`src/rtl/pipeline_hazard_ctrl_if.sv`:
```
// rtl/pipeline_hazard_ctrl_if.sv - hazard controller status inputs and stage control outputs
interface pipeline_hazard_ctrl_if;
    logic       id_valid;
    logic [4:0] id_rs1;
    logic [4:0] id_rs2;
    logic       id_uses_rs1;
    logic       id_uses_rs2;
    logic       ex_valid;
    logic [4:0] ex_rd;
    logic       ex_mem_read;
    logic       ex_is_md;
    logic       ex_branch_taken;
    logic       imem_ready;
    logic       mem_busy;
    logic       pc_en;
    logic       pc_redirect;
    logic       if_id_en;
    logic       if_id_valid_in;
    logic       id_ex_en;
    logic       id_ex_bubble;
    logic       ex_mem_en;
    logic       ex_mem_bubble;
    logic       md_busy;
    logic       md_done;

    modport master (
        output id_valid, id_rs1, id_rs2, id_uses_rs1, id_uses_rs2,
               ex_valid, ex_rd, ex_mem_read, ex_is_md, ex_branch_taken,
               imem_ready, mem_busy,
        input  pc_en, pc_redirect, if_id_en, if_id_valid_in, id_ex_en,
               id_ex_bubble, ex_mem_en, ex_mem_bubble, md_busy, md_done
    );

    modport slave (
        input  id_valid, id_rs1, id_rs2, id_uses_rs1, id_uses_rs2,
               ex_valid, ex_rd, ex_mem_read, ex_is_md, ex_branch_taken,
               imem_ready, mem_busy,
        output pc_en, pc_redirect, if_id_en, if_id_valid_in, id_ex_en,
               id_ex_bubble, ex_mem_en, ex_mem_bubble, md_busy, md_done
    );
endinterface

```
`src/rtl/pipeline_hazard_ctrl.sv`:
```
// rtl/pipeline_hazard_ctrl.sv - stall/flush sequencer for the 5-stage pipeline
module pipeline_hazard_ctrl #(
    parameter int MD_LATENCY = 4
) (
    input  logic                        clk,
    input  logic                        rst,
    pipeline_hazard_ctrl_if.slave       hz
);
    typedef enum logic {RUN, MD_BUSY} fsm_t;

    localparam logic [5:0] MD_INIT = 6'(MD_LATENCY - 2);

    fsm_t       fsm;
    logic [5:0] md_cnt;
    logic       drop_next;

    logic load_use;
    logic md_stall;
    logic branch_act;

    assign load_use = hz.ex_valid & hz.ex_mem_read & (hz.ex_rd != 5'd0) & hz.id_valid &
                      ((hz.id_uses_rs1 & (hz.id_rs1 == hz.ex_rd)) |
                       (hz.id_uses_rs2 & (hz.id_rs2 == hz.ex_rd)));
    assign md_stall   = ((fsm == RUN) & hz.ex_valid & hz.ex_is_md) |
                        ((fsm == MD_BUSY) & (md_cnt != 6'd0));
    // A mul/div in EX cannot branch, so the stall masks any stray branch flag.
    assign branch_act = hz.ex_branch_taken & hz.ex_valid & ~md_stall;

    always_ff @(posedge clk) begin
        if (rst) begin
            fsm       <= RUN;
            md_cnt    <= 6'd0;
            drop_next <= 1'b0;
        end else if (!hz.mem_busy) begin
            if (branch_act) begin
                if (!hz.imem_ready)
                    drop_next <= 1'b1;
            end else if (hz.imem_ready) begin
                drop_next <= 1'b0;
            end
            case (fsm)
                RUN: begin
                    if (hz.ex_valid && hz.ex_is_md) begin
                        fsm    <= MD_BUSY;
                        md_cnt <= MD_INIT;
                    end
                end
                MD_BUSY: begin
                    if (md_cnt != 6'd0)
                        md_cnt <= md_cnt - 6'd1;
                    else
                        fsm <= RUN;
                end
                default: fsm <= RUN;
            endcase
        end
    end

    always_comb begin
        hz.pc_en          = hz.imem_ready;
        hz.pc_redirect    = 1'b0;
        hz.if_id_en       = 1'b1;
        hz.if_id_valid_in = hz.imem_ready & ~drop_next;
        hz.id_ex_en       = 1'b1;
        hz.id_ex_bubble   = 1'b0;
        hz.ex_mem_en      = 1'b1;
        hz.ex_mem_bubble  = 1'b0;
        hz.md_busy        = 1'b0;
        hz.md_done        = 1'b0;
        if (rst) begin
            hz.pc_en          = 1'b0;
            hz.if_id_en       = 1'b0;
            hz.if_id_valid_in = 1'b0;
            hz.id_ex_en       = 1'b0;
            hz.id_ex_bubble   = 1'b1;
            hz.ex_mem_en      = 1'b0;
            hz.ex_mem_bubble  = 1'b1;
        end else if (hz.mem_busy) begin
            hz.pc_en     = 1'b0;
            hz.if_id_en  = 1'b0;
            hz.id_ex_en  = 1'b0;
            hz.ex_mem_en = 1'b0;
        end else if (md_stall) begin
            hz.pc_en         = 1'b0;
            hz.if_id_en      = 1'b0;
            hz.id_ex_en      = 1'b0;
            hz.ex_mem_bubble = 1'b1;
            hz.md_busy       = 1'b1;
        end else if (branch_act) begin
            hz.pc_en          = 1'b1;
            hz.pc_redirect    = 1'b1;
            hz.if_id_valid_in = 1'b0;
            hz.id_ex_bubble   = 1'b1;
        end else if (load_use) begin
            hz.pc_en        = 1'b0;
            hz.if_id_en     = 1'b0;
            hz.id_ex_bubble = 1'b1;
        end else if (!hz.imem_ready) begin
            hz.pc_en          = 1'b0;
            hz.if_id_valid_in = 1'b0;
        end
        // Final mul/div cycle: default enables let the result advance.
        if (!rst && (fsm == MD_BUSY) && (md_cnt == 6'd0) && !hz.mem_busy)
            hz.md_done = 1'b1;
    end
endmodule

```
`src/flat_wrapper.sv`:
```
// flat-port wrapper written by rule: the top's interface ports become plain ports
module pipeline_hazard_ctrl_flat 
#(
    parameter int MD_LATENCY = 4
)
  (clk, rst, hz_id_valid, hz_id_rs1, hz_id_rs2, hz_id_uses_rs1, hz_id_uses_rs2, hz_ex_valid, hz_ex_rd, hz_ex_mem_read, hz_ex_is_md, hz_ex_branch_taken, hz_imem_ready, hz_mem_busy, hz_pc_en, hz_pc_redirect, hz_if_id_en, hz_if_id_valid_in, hz_id_ex_en, hz_id_ex_bubble, hz_ex_mem_en, hz_ex_mem_bubble, hz_md_busy, hz_md_done);
  pipeline_hazard_ctrl_if hz_i ();
  input  logic clk;
  input  logic rst;
  input wire logic [$bits(hz_i.id_valid)-1:0] hz_id_valid;
  input wire logic [$bits(hz_i.id_rs1)-1:0] hz_id_rs1;
  input wire logic [$bits(hz_i.id_rs2)-1:0] hz_id_rs2;
  input wire logic [$bits(hz_i.id_uses_rs1)-1:0] hz_id_uses_rs1;
  input wire logic [$bits(hz_i.id_uses_rs2)-1:0] hz_id_uses_rs2;
  input wire logic [$bits(hz_i.ex_valid)-1:0] hz_ex_valid;
  input wire logic [$bits(hz_i.ex_rd)-1:0] hz_ex_rd;
  input wire logic [$bits(hz_i.ex_mem_read)-1:0] hz_ex_mem_read;
  input wire logic [$bits(hz_i.ex_is_md)-1:0] hz_ex_is_md;
  input wire logic [$bits(hz_i.ex_branch_taken)-1:0] hz_ex_branch_taken;
  input wire logic [$bits(hz_i.imem_ready)-1:0] hz_imem_ready;
  input wire logic [$bits(hz_i.mem_busy)-1:0] hz_mem_busy;
  output wire logic [$bits(hz_i.pc_en)-1:0] hz_pc_en;
  output wire logic [$bits(hz_i.pc_redirect)-1:0] hz_pc_redirect;
  output wire logic [$bits(hz_i.if_id_en)-1:0] hz_if_id_en;
  output wire logic [$bits(hz_i.if_id_valid_in)-1:0] hz_if_id_valid_in;
  output wire logic [$bits(hz_i.id_ex_en)-1:0] hz_id_ex_en;
  output wire logic [$bits(hz_i.id_ex_bubble)-1:0] hz_id_ex_bubble;
  output wire logic [$bits(hz_i.ex_mem_en)-1:0] hz_ex_mem_en;
  output wire logic [$bits(hz_i.ex_mem_bubble)-1:0] hz_ex_mem_bubble;
  output wire logic [$bits(hz_i.md_busy)-1:0] hz_md_busy;
  output wire logic [$bits(hz_i.md_done)-1:0] hz_md_done;
  assign hz_i.id_valid = hz_id_valid;
  assign hz_i.id_rs1 = hz_id_rs1;
  assign hz_i.id_rs2 = hz_id_rs2;
  assign hz_i.id_uses_rs1 = hz_id_uses_rs1;
  assign hz_i.id_uses_rs2 = hz_id_uses_rs2;
  assign hz_i.ex_valid = hz_ex_valid;
  assign hz_i.ex_rd = hz_ex_rd;
  assign hz_i.ex_mem_read = hz_ex_mem_read;
  assign hz_i.ex_is_md = hz_ex_is_md;
  assign hz_i.ex_branch_taken = hz_ex_branch_taken;
  assign hz_i.imem_ready = hz_imem_ready;
  assign hz_i.mem_busy = hz_mem_busy;
  assign hz_pc_en = hz_i.pc_en;
  assign hz_pc_redirect = hz_i.pc_redirect;
  assign hz_if_id_en = hz_i.if_id_en;
  assign hz_if_id_valid_in = hz_i.if_id_valid_in;
  assign hz_id_ex_en = hz_i.id_ex_en;
  assign hz_id_ex_bubble = hz_i.id_ex_bubble;
  assign hz_ex_mem_en = hz_i.ex_mem_en;
  assign hz_ex_mem_bubble = hz_i.ex_mem_bubble;
  assign hz_md_busy = hz_i.md_busy;
  assign hz_md_done = hz_i.md_done;
  pipeline_hazard_ctrl #(.MD_LATENCY(MD_LATENCY)) u_core (.clk(clk), .rst(rst), .hz(hz_i));
endmodule
```
`config.mk`:
```
export PLATFORM = sky130hd
export DESIGN_NAME = pipeline_hazard_ctrl_flat
export DESIGN_NICKNAME = d
export VERILOG_FILES = /design/src/rtl/pipeline_hazard_ctrl_if.sv /design/src/rtl/pipeline_hazard_ctrl.sv /design/src/flat_wrapper.sv
export SDC_FILE = /design/constraint.sdc
export NUM_CORES = 1
export LEC_CHECK = 0
export ABC_AREA = 1
export ABC_CLOCK_PERIOD_IN_PS = 1300
export CAP_MARGIN = 20
export CORE_ASPECT_RATIO = 1.25
export CORE_MARGIN = 2
export CORE_UTILIZATION = 45
export DETAILED_ROUTE_END_ITERATION = 7
export DONT_BUFFER_PORTS = 1
export GPL_TIMING_DRIVEN = 0
export PLACE_DENSITY = 0.73
export SLEW_MARGIN = 20
export SYNTH_ARGS = -nofsm -noshare
export SYNTH_HDL_FRONTEND = slang
export SYNTH_SLANG_ARGS = --single-unit
```
`constraint.sdc`:
```
create_clock -name clk -period 1.3 [get_ports clk]
set_input_delay 0.195 -clock clk [delete_from_list [all_inputs] [get_ports clk]]
set_output_delay 0.195 -clock clk [all_outputs]
set_load 0.01 [all_outputs]
```
==> flow_metrics.py, run 1 <==
metrics = {
    "run_status": {
        "status": "complete, but fails checks",
        "violations": "negative setup slack",
    },
    "placed_design": {
        "portBuffers": 0,
        "hpwl_um": 1510,
        "place.gp.congestion": 0.787,
        "dp_cells": 160,
    },
    "cts": {
        "clockBufferDepth": 2,
        "clk_latency_ns": 0.26,
        "cts_tree": "built",
        "cts_hold_buf": 0,
        "cts.reportedPaths.clkPinSlew_ns": 0.06,
        "cts_made_buffers": 3,
        "htree_levels": 1,
        "clock-sinks": 8,
        "cts-root-buf": "clkbuf_4",
    },
    "floorplan": {
        "die_x_um": 41.8,
        "start_util_pct": 46.6,
        "die_h_um": 51.2,
        "io_pins": 36,
        "core_um2": 1720,
        "num_rows": 17,
        "dieArea_um2": 2140,
    },
    "route": {
        "antenna_left": 0,
        "dr.pass1.iters": 4,
        "vias": 885,
        "post_drt_via_cell_ratio": 5.12,
        "routed_wl_um": 1960,
        "wl_per_cell_um": 11.4,
        "drtIter0Drc": 9,
        "drc_errors": 0,
    },
    "min_path": {
        "hold_path_class": "in -> reg",
    },
    "global_routing": {
        "grt_use_total_pct": 18.8,
        "antenna_found_initial": 0,
        "gr-total-overflow": 0,
        "grt_pass1_vias": 797,
        "grt_pass1_wl_um": 3090,
        "grt_max_degree": 11,
    },
    "synth": {
        "syn-instance-count": 141,
        "netlist_area_um2": 802,
        "yosys_warnings": 0,
        "yosysSeqAreaShare_pct": 20.0,
        "synth_nets": 169,
        "syn_area_per_cell_um2": 5.69,
        "yosys.cell_types.count": 24,
        "ys_ff_latch": 8,
    },
    "sta": {
        "max_freq_mhz": 634,
        "fin_tns_setup_ns": -2.37,
        "maxSlewViolCount": 0,
        "fin_ws_ns": -0.278,
        "min_period_ns": 1.58,
        "rsz0062_at_grt": "yes",
        "setup_viol": 15,
        "max_slew_margin_pct": 84.2,
        "tightest_slew_ns": 0.237,
        "fin_worst_skew_ns": 0.00586,
        "post-route-period-util_pct": 121,
        "finalHoldViolations": 0,
    },
    "worst_setup_path": {
        "crit_fanout": 3,
        "r2r_setup_slack_ns": -0.20,
        "max_stage_delay_ns": 0.33,
        "slowest_stage": "dfxtp_2",
        "crit_buf_inv": 1,
        "worstPathCellList": "inv_4 -> ha_4 -> nand4_4 -> nand2_4 -> nand2_4 -> nor2_4 -> nand2_2 -> nor2_4",
        "critPathTopFamily": "simple AND/OR/NAND/NOR gates",
        "required_ns": 1.11,
        "worstSetupEndpointType": "output pin",
        "critPathLaunchType": "flip-flop",
        "cp.arrival_ns": 1.38,
        "worst-setup-path-type": "reg -> out",
    },
    "power": {
        "finalPower_mw": 0.780,
        "p_leak_nw": 0.552,
        "clockPowerShare_pct": 25.0,
        "switching_share_pct": 36.1,
        "vdd_drop_max_mv": 0.300,
        "sequentialPowerShare_pct": 35.6,
        "powerDensity_nw_per_um2": 767,
        "p_comb_share_pct": 39.3,
        "internal_power_mw": 0.498,
        "power.switching_mw": 0.282,
    },
    "final_layout": {
        "area_growth_syn_to_layout_pct": 26.7,
        "mostFrequentLayoutCells": "45 x nand2_1, 19 x inv_1, 16 x nor2_1",
        "fin_nets": 184,
        "drive_gt1_share_pct": 30.5,
        "mostFrequentLayoutCell": "nand2_1",
        "antenna_cells": 0,
        "final_cells": 173,
    },
    "flow_run": {
        "drv_cap": 0,
    },
}
-- final timing paths --
kind,start,endpoint,depth (start not counted)
max reg2reg,u_core.md_cnt[0]$_SDFFE_PP0P_,u_core.md_cnt[5]$_SDFFE_PP0P_,9
min reg2reg,u_core.md_cnt[4]$_SDFFE_PP0P_,u_core.md_cnt[4]$_SDFFE_PP0P_,2
max,u_core.md_cnt[0]$_SDFFE_PP0P_,hz_pc_en,8
min,hz_mem_busy,u_core.fsm$_SDFFE_PP0N_,1
-- worst register-to-register path, cell delays in order (launching register included) --
cell and delay, ns:
dfxtp_2 0.35, inv_4 0.04, ha_4 0.15, nand4_4 0.10, buf_4 0.14, nand3_4 0.11
buf_4 0.15, buf_4 0.13, o21a_1 0.18, nor2_1 0.08
-- layout make-up --
class                      instances  area, µm²
buffer                             1       11.3
clock buffer                       3       22.5
fill                             169        707
inverter                          27        106
multi-input combinational        105        609
sequential                         8        168
tap                               19       23.8
timing repair buffer              10       75.1
-- timing repair --
item | in CTS | in global routing
endpoints found under the setup margin | 9 | 15
endpoints found under the hold margin | 0 | 0
gates resized for setup | 10 | 7
pin swaps | 8 | 0
buffers inserted | 5 | 5
gates cloned | 0 | 0
-- state kept, by name, indices dropped and copies added (netlist names) --
| signal | flops |
|---|---|
| u_core.drop_next | 1 |
| u_core.fsm | 1 |
| u_core.md_cnt | 6 |
-- per-layer routing --
metal  GRT usage, %  vias to the layer above  share of wire [%]
met1           18.3                      384                 35
li1               -                      463                  -
met4           9.68                        0                2.4
met5              0                        -                  0
met3           2.12                        7                5.4
met2           37.8                       31                 57
-- kinds of logic after synthesis --
| family | Yosys count | share of synthesized area (%) |
|---|---|---|
| adders and majority gates | 2 | 3.12 |
| DFF | 8 | 20.0 |
| buffers and inverters | 28 | 14.0 |
| AOI/OAI and AO/OA | 13 | 10.1 |
| xor gates and xnor gates | 3 | 3.28 |
| and+or+nand+nor | 87 | 49.5 |
-- power by group through the flow --
stage / sequential, mW / combinational (mW) / clock, mW
4_1_cts: 0.277 / 0.274 / 0.195
5_1_grt: 0.279 / 0.343 / 0.210
2_1_floorplan: 0.278 / 0.209 / 0
3_3_place_gp: 0.280 / 0.236 / 0
3_5_place_dp: 0.281 / 0.243 / 0
6_report: 0.278 / 0.307 / 0.195
-- synth_stat cells, drive strengths merged --
| master | n | area, µm² |
|---|---|---|
| nand3 | 12 | 72.6 |
| ha | 2 | 25.0 |
| nor2 | 21 | 91.3 |
| nand4 | 2 | 18.8 |
| dfxtp | 8 | 160 |
| inv | 27 | 101 |
| nand2 | 51 | 209 |
| a211oi | 1 | 7.51 |
| a21oi | 5 | 25.0 |
| o21a | 1 | 7.51 |
| a22oi | 1 | 7.51 |
| buf | 1 | 11.3 |
| xor2 | 3 | 26.3 |
| nor3 | 1 | 5.00 |
| o21ai | 3 | 18.8 |
| o21bai | 2 | 15.0 |
-- stage by stage --
step	cell area [µm²]	hold slack [ns]	worst slack (ns)	util (%)
2_1_floorplan	841	0.292	-0.0370	-
3_3_place_gp	865	0.298	-0.0983	50.2
3_5_place_dp	865	0.298	-0.124	50.2
4_1_cts	948	0.0242	-0.284	55.0
5_1_grt	1020	0.0280	-0.351	59.0
6_report	1020	0.0211	-0.278	59.0
Note: power is estimated with default switching activity, not from simulation.
==> run 2: changes to the inputs <==
Settings changed: CORE_ASPECT_RATIO 1.25 to default, CORE_UTILIZATION 45 to 55, PLACE_DENSITY 0.73 to 0.84.
==> run 2 against run 1 <==
Wire length rose by 16%. Largest power group unchanged. The run still ends with negative setup slack left. Sequential power is essentially flat. Global-route usage is 8.1 points higher. Utilization increased by 21 points. Critical endpoint unchanged.
==> flow_metrics.py, run 2 (same netlist as run 1, synthesis figures left out) <==
metrics = {
    "placed_design": {
        "hpwl_um": 1420,
        "dp_cells": 156,
        "place.gp.congestion": 0.837,
        "portBuffers": 0,
    },
    "worst_setup_path": {
        "reg2regPathDepth": 8,
        "worstSetupEndpointType": "output pin",
        "r2r-start": "u_core.md_cnt[0]$_SDFFE_PP0P_",
        "crit_fanout": 3,
        "cp.arrival_ns": 1.38,
        "required_ns": 1.11,
        "critPathLaunchType": "flip-flop",
        "r2r_setup_slack_ns": -0.06,
        "worst-setup-path-type": "reg -> out",
        "timing.rr.end": "u_core.md_cnt[5]$_SDFFE_PP0P_",
    },
    "final_layout": {
        "drive_gt1_share_pct": 34.4,
        "fin_nets": 187,
        "final_cells": 172,
        "top_regs": "u_core.md_cnt: 6 flops, u_core.drop_next: 1 flops, u_core.fsm: 1 flops",
        "mostFrequentLayoutCell": "nand2_1",
        "largest_reg_flops": 6,
        "top_register": "u_core.md_cnt",
        "mostFrequentLayoutCells": "44 x nand2_1, 20 x inv_1, 14 x nor2_1",
        "antenna_cells": 0,
        "area_growth_syn_to_layout_pct": 33.4,
    },
    "run_status": {
        "status": "complete, but fails checks",
        "violations": "negative setup slack",
    },
    "min_path": {
        "holdPathEnd": "u_core.fsm$_SDFFE_PP0N_",
        "min_delay_path_depth": 1,
        "min_from": "hz_mem_busy",
        "hold_path_class": "in -> reg",
    },
    "global_routing": {
        "grt_use_total_pct": 26.9,
        "gr-total-overflow": 0,
        "grt_pass1_vias": 885,
        "grt_pass1_wl_um": 3690,
        "antenna_found_initial": 0,
        "grt_max_degree": 11,
    },
    "route": {
        "vias": 915,
        "post_drt_via_cell_ratio": 5.32,
        "antenna_left": 0,
        "dr.pass1.iters": 4,
        "routed_wl_um": 2280,
        "drtIter0Drc": 25,
        "drc_errors": 0,
        "wl_per_cell_um": 13.2,
    },
    "cts": {
        "cts_tree": "built",
        "cts.reportedPaths.clkPinSlew_ns": 0.06,
        "cts_made_buffers": 3,
        "clock-sinks": 8,
        "htree_levels": 1,
        "clk_latency_ns": 0.26,
        "cts_hold_buf": 0,
        "cts-root-buf": "clkbuf_4",
        "clockBufferDepth": 2,
    },
    "sta": {
        "maxSlewViolCount": 0,
        "hold_ws_ns": 0.0181,
        "fin_ws_ns": -0.274,
        "rsz0062_at_grt": "yes",
        "fin_worst_skew_ns": 0.000940,
        "post-route-period-util_pct": 121,
        "tightest_slew_ns": 0.252,
        "max_freq_mhz": 635,
        "max_slew_margin_pct": 83.2,
        "min_period_ns": 1.57,
        "fin_tns_setup_ns": -1.99,
        "finalHoldViolations": 0,
        "setup_viol": 12,
    },
    "power": {
        "internal_power_mw": 0.512,
        "p_comb_share_pct": 41.3,
        "vdd_drop_max_mv": 0.522,
        "clockPowerShare_pct": 24.6,
        "sequentialPowerShare_pct": 34.1,
        "powerDensity_nw_per_um2": 761,
        "power.switching_mw": 0.302,
        "p_leak_nw": 0.574,
        "switching_share_pct": 37.1,
    },
    "floorplan": {
        "dieArea_um2": 1780,
        "num_rows": 13,
        "die_h_um": 42.2,
        "io_pins": 36,
        "start_util_pct": 60.1,
        "core_um2": 1330,
        "die_x_um": 42.2,
    },
    "flow_run": {
        "drv_cap": 0,
    },
}
==> run 2: cell count changes in the layout (fill, tap and decap cells not counted), sizes merged <==
| cell | change |
|---|---|
| buf | +3 |
==> run 2: per-layer routing <==
layer / wire length [µm] / up-vias / global-route usage [%] / part of all wire [%]
li1: - / 465 / - / -
met1: 895 / 415 / 29.6 / 39
met2: 1210 / 31 / 47.7 / 53
met3: 149 / 4 / 9.05 / 6.5
met4: 23 / 0 / 9.38 / 1.0
met5: 0 / - / 0 / 0
==> run 2: power by group through the flow <==
| stage | clock [mW] | combinational (mW) | sequential, mW |
|---|---|---|---|
| final | 0.201 | 0.336 | 0.278 |
| after global routing | 0.221 | 0.372 | 0.279 |
| after CTS | 0.202 | 0.297 | 0.276 |
| after detailed placement | 0 | 0.239 | 0.281 |
| after global placement | 0 | 0.234 | 0.281 |
| after floorplan | 0 | 0.209 | 0.278 |
==> run 2: through the flow <==
| stage | cell area (µm²) | setup slack (ns) | util (%) | power, mW |
|---|---|---|---|---|
| floorplan | 841 | -0.0370 | - | 0.487 |
| global placement | 860 | -0.108 | 64.4 | 0.515 |
| detailed placement | 860 | -0.118 | 64.4 | 0.521 |
| CTS | 1010 | -0.256 | 76.1 | 0.775 |
| global route | 1070 | -0.348 | 80.2 | 0.871 |
| finish | 1070 | -0.274 | 80.2 | 0.814 |
==> run 2: final cells by class <==
| cell class | instances | area (µm²) |
|---|---|---|
| Inverter | 27 | 104 |
| Multi-Input combinational cell | 105 | 642 |
| Clock buffer | 3 | 22.5 |
| Tap cell | 15 | 18.8 |
| Fill cell | 88 | 264 |
| Sequential cell | 8 | 170 |
| Buffer | 1 | 11.3 |
| Timing Repair Buffer | 13 | 101 |
==> run 2: repair_timing <==
item | CTS | global route
pin swaps | 5 | 3
endpoints found under the setup margin | 9 | 15
gates resized for setup | 17 | 8
buffers inserted | 10 | 4
==> run 2: worst max path at each step <==
stage	end	slack (ns)	startpoint	depth (start not counted)
6_report	hz_pc_en	-0.27	u_core.md_cnt[3]$_SDFFE_PP0P_	7
4_1_cts	hz_pc_en	-0.26	u_core.md_cnt[1]$_SDFFE_PP0P_	8
5_1_grt	hz_pc_en	-0.35	u_core.md_cnt[3]$_SDFFE_PP0P_	7
3_5_place_dp	hz_pc_en	-0.12	u_core.md_cnt[1]$_SDFFE_PP0P_	8
2_1_floorplan	hz_pc_en	-0.04	u_core.md_cnt[1]$_SDFFE_PP0P_	8
3_3_place_gp	hz_pc_en	-0.11	u_core.md_cnt[1]$_SDFFE_PP0P_	8
==> run 2: worst max-delay path, cell delays in order (launching register included) <==
cell and delay [ns]:
dfxtp_4 0.36, nor2_4 0.14, nand4_4 0.14, nand2_4 0.09
nand2_4 0.06, nor2_4 0.13, nand2_2 0.09, nor2_4 0.10
==> run 3: changes to the inputs <==
Settings changed: CORE_UTILIZATION 55 to 58, CTS_BUF_LIST from default to sky130_fd_sc_hd__clkbuf_4, PLACE_DENSITY 0.84 to 0.87, TNS_END_PERCENT from default to 100.
==> run 3 against run 2 <==
The run still ends with negative setup slack left. Sequential power about the same. Global-route usage decreased by 0.79 points. Clock skew increased by 0.0072 ns. Combinational power about the same. Flip-flop and latch count unchanged. Cell count decreased by 1.2%. Utilization increased by 0.082 points. Count of clock-buffer cells in the layout unchanged. Wire length increased by 5.6%. First-iteration DRC count increased by 110%. Largest cell class unchanged.
==> flow_metrics.py, run 3 (same netlist as run 1, synthesis figures left out) <==
metrics = {
    "sta": {
        "fin_ws_ns": -0.306,
        "hold_ws_ns": 0.0202,
        "finalHoldViolations": 0,
        "rsz0062_at_grt": "yes",
        "post-route-period-util_pct": 124,
        "max_freq_mhz": 623,
        "setup_viol": 15,
        "maxSlewViolCount": 0,
        "min_period_ns": 1.61,
        "tightest_slew_ns": 0.285,
        "fin_worst_skew_ns": 0.00817,
        "max_slew_margin_pct": 80.9,
    },
    "route": {
        "antenna_left": 0,
        "routed_wl_um": 2400,
        "wl_per_cell_um": 14.1,
        "dr.pass1.iters": 4,
        "post_drt_via_cell_ratio": 5.50,
        "drtIter0Drc": 52,
        "vias": 935,
        "drc_errors": 0,
    },
    "global_routing": {
        "grt_max_degree": 11,
        "gr-total-overflow": 0,
        "grt_pass1_vias": 771,
        "antenna_found_initial": 0,
        "grt_use_total_pct": 26.1,
        "grt_pass1_wl_um": 2880,
    },
    "worst_setup_path": {
        "worstPathCellList": "nor2_4 -> nand4_4 -> nand2_4 -> nand2_4 -> nor2_4 -> nand2_2 -> nor2_4",
        "r2r_setup_slack_ns": -0.24,
        "crit_buf_inv": 0,
        "critPathLaunch": "u_core.md_cnt[3]$_SDFFE_PP0P_",
        "r2r-start": "u_core.md_cnt[0]$_SDFFE_PP0P_",
        "worst-setup-path-type": "reg -> out",
        "max_stage_delay_ns": 0.35,
        "slowest_stage": "dfxtp_2",
        "required_ns": 1.11,
        "cpMostUsedCell": "nor2_4",
        "worstSetupEndpointType": "output pin",
        "timing.rr.end": "u_core.md_cnt[5]$_SDFFE_PP0P_",
        "cp.arrival_ns": 1.41,
        "reg2regPathDepth": 9,
        "critPathTopFamily": "simple AND/OR/NAND/NOR gates",
        "crit_fanout": 4,
        "critPathLaunchType": "flip-flop",
    },
    "cts": {
        "cts_made_buffers": 3,
        "htree_levels": 1,
        "clk_latency_ns": 0.27,
        "clock-sinks": 8,
        "cts_tree": "built",
        "cts_hold_buf": 0,
        "cts-root-buf": "clkbuf_4",
        "clockBufferDepth": 2,
        "cts.reportedPaths.clkPinSlew_ns": 0.05,
    },
    "floorplan": {
        "core_um2": 1300,
        "start_util_pct": 61.6,
        "num_rows": 13,
        "die_h_um": 41.2,
        "io_pins": 36,
        "die_x_um": 41.2,
        "dieArea_um2": 1700,
    },
    "final_layout": {
        "num-fill-cells": 97,
        "top_regs": "u_core.md_cnt: 6 flops, u_core.drop_next: 1 flops, u_core.fsm: 1 flops",
        "stdcell_area_um2": 1040,
        "fin_nets": 185,
        "multi_input_area_um2": 632,
        "antenna_cells": 0,
        "top_register": "u_core.md_cnt",
        "mostFrequentLayoutCell": "nand2_1",
        "largest_reg_flops": 6,
        "regArea_um2": 168,
        "drive_gt1_share_pct": 32.9,
        "mostFrequentLayoutCells": "45 x nand2_1, 19 x inv_1, 16 x nor2_1",
        "area_growth_syn_to_layout_pct": 30.3,
    },
    "power": {
        "powerDensity_nw_per_um2": 786,
        "p_leak_nw": 0.565,
        "vdd_drop_max_mv": 0.762,
    },
    "flow_run": {
        "drv_cap": 0,
    },
    "placed_design": {
        "portBuffers": 0,
        "hpwl_um": 1410,
        "place.gp.congestion": 0.822,
        "placed_area_um2": 860,
    },
    "min_path": {
        "holdPathEnd": "u_core.fsm$_SDFFE_PP0N_",
        "min_from": "hz_mem_busy",
        "min_delay_path_depth": 1,
        "hold_path_class": "in -> reg",
    },
    "run_status": {
        "violations": "negative setup slack",
        "status": "complete, but fails checks",
    },
}
-- run 3: cell types whose count changed in the layout (fill, tap and decap cells not counted) --
cell,delta
dfxtp_4,-1
nand2_1,+1
nand2_2,-1
ha_1,+1
nand3_1,-2
nor2_1,+2
nand3_2,+2
inv_4,+1
dfxtp_2,+1
inv_1,-1
buf_4,-2
nor2_2,-2
ha_4,-1
-- run 3: how the worst max path moves through the flow --
stage	end	slack (ns)	depth (start not counted)
after floorplan	hz_pc_en	-0.04	8
after global placement	hz_pc_en	-0.1	8
after detailed placement	hz_pc_en	-0.11	8
after CTS	hz_pc_en	-0.26	8
after global routing	hz_pc_en	-0.35	7
final	hz_pc_en	-0.31	7
-- run 3: timing repair --
item,CTS,global route
setup endpoints to repair,9,15
buffers inserted,8,3
resized for setup,13,10
pin swaps,5,1
endpoints found under the hold margin,0,0
gates cloned,0,0
-- run 3: layout make-up --
cell class	count	area share [%]
tap	15	1.80
inverter	27	10.2
multi-input combinational	105	60.5
sequential	8	16.0
clock buffer	3	2.16
buffer	1	1.08
timing repair buffer	11	8.26
-- run 3: routing by layer --
layer / wire length (µm) / share of wire (%) / vias to the layer above / GRT usage [%]
met5: 0 / 0 / - / 0
met4: 16 / 0.67 / 0 / 4.03
met3: 245 / 10 / 2 / 10.9
met2: 1200 / 50 / 48 / 48.0
met1: 938 / 39 / 421 / 28.0
li1: - / - / 464 / -
-- run 3: where the power goes --
part	total [mW]	internal (mW)	switching, mW
combinational	0.337	0.140	0.196
clock	0.205	0.107	0.0984
sequential	0.279	0.261	0.0183
-- run 3: per-stage QoR --
step / total power, mW / TNS, ns / util [%] / setup slack, ns / instances
after floorplan: 0.487 / -0.0467 / - / -0.0370 / 141
after global placement: 0.514 / -0.240 / 66.1 / -0.0993 / 156
after detailed placement: 0.521 / -0.304 / 66.1 / -0.109 / 156
after CTS: 0.769 / -1.79 / 75.0 / -0.264 / 167
after global routing: 0.862 / -3.76 / 80.3 / -0.355 / 170
final: 0.821 / -3.19 / 80.3 / -0.306 / 170
-- run 3: worst reg2reg max path, cell delays in order (launching register included) --
cell     delay (ns)
dfxtp_2        0.35
inv_4          0.04
ha_4           0.16
nand4_4        0.09
buf_4          0.14
nand3_4        0.12
buf_4          0.18
buf_6          0.12
o21a_1         0.18
nor2_1         0.09
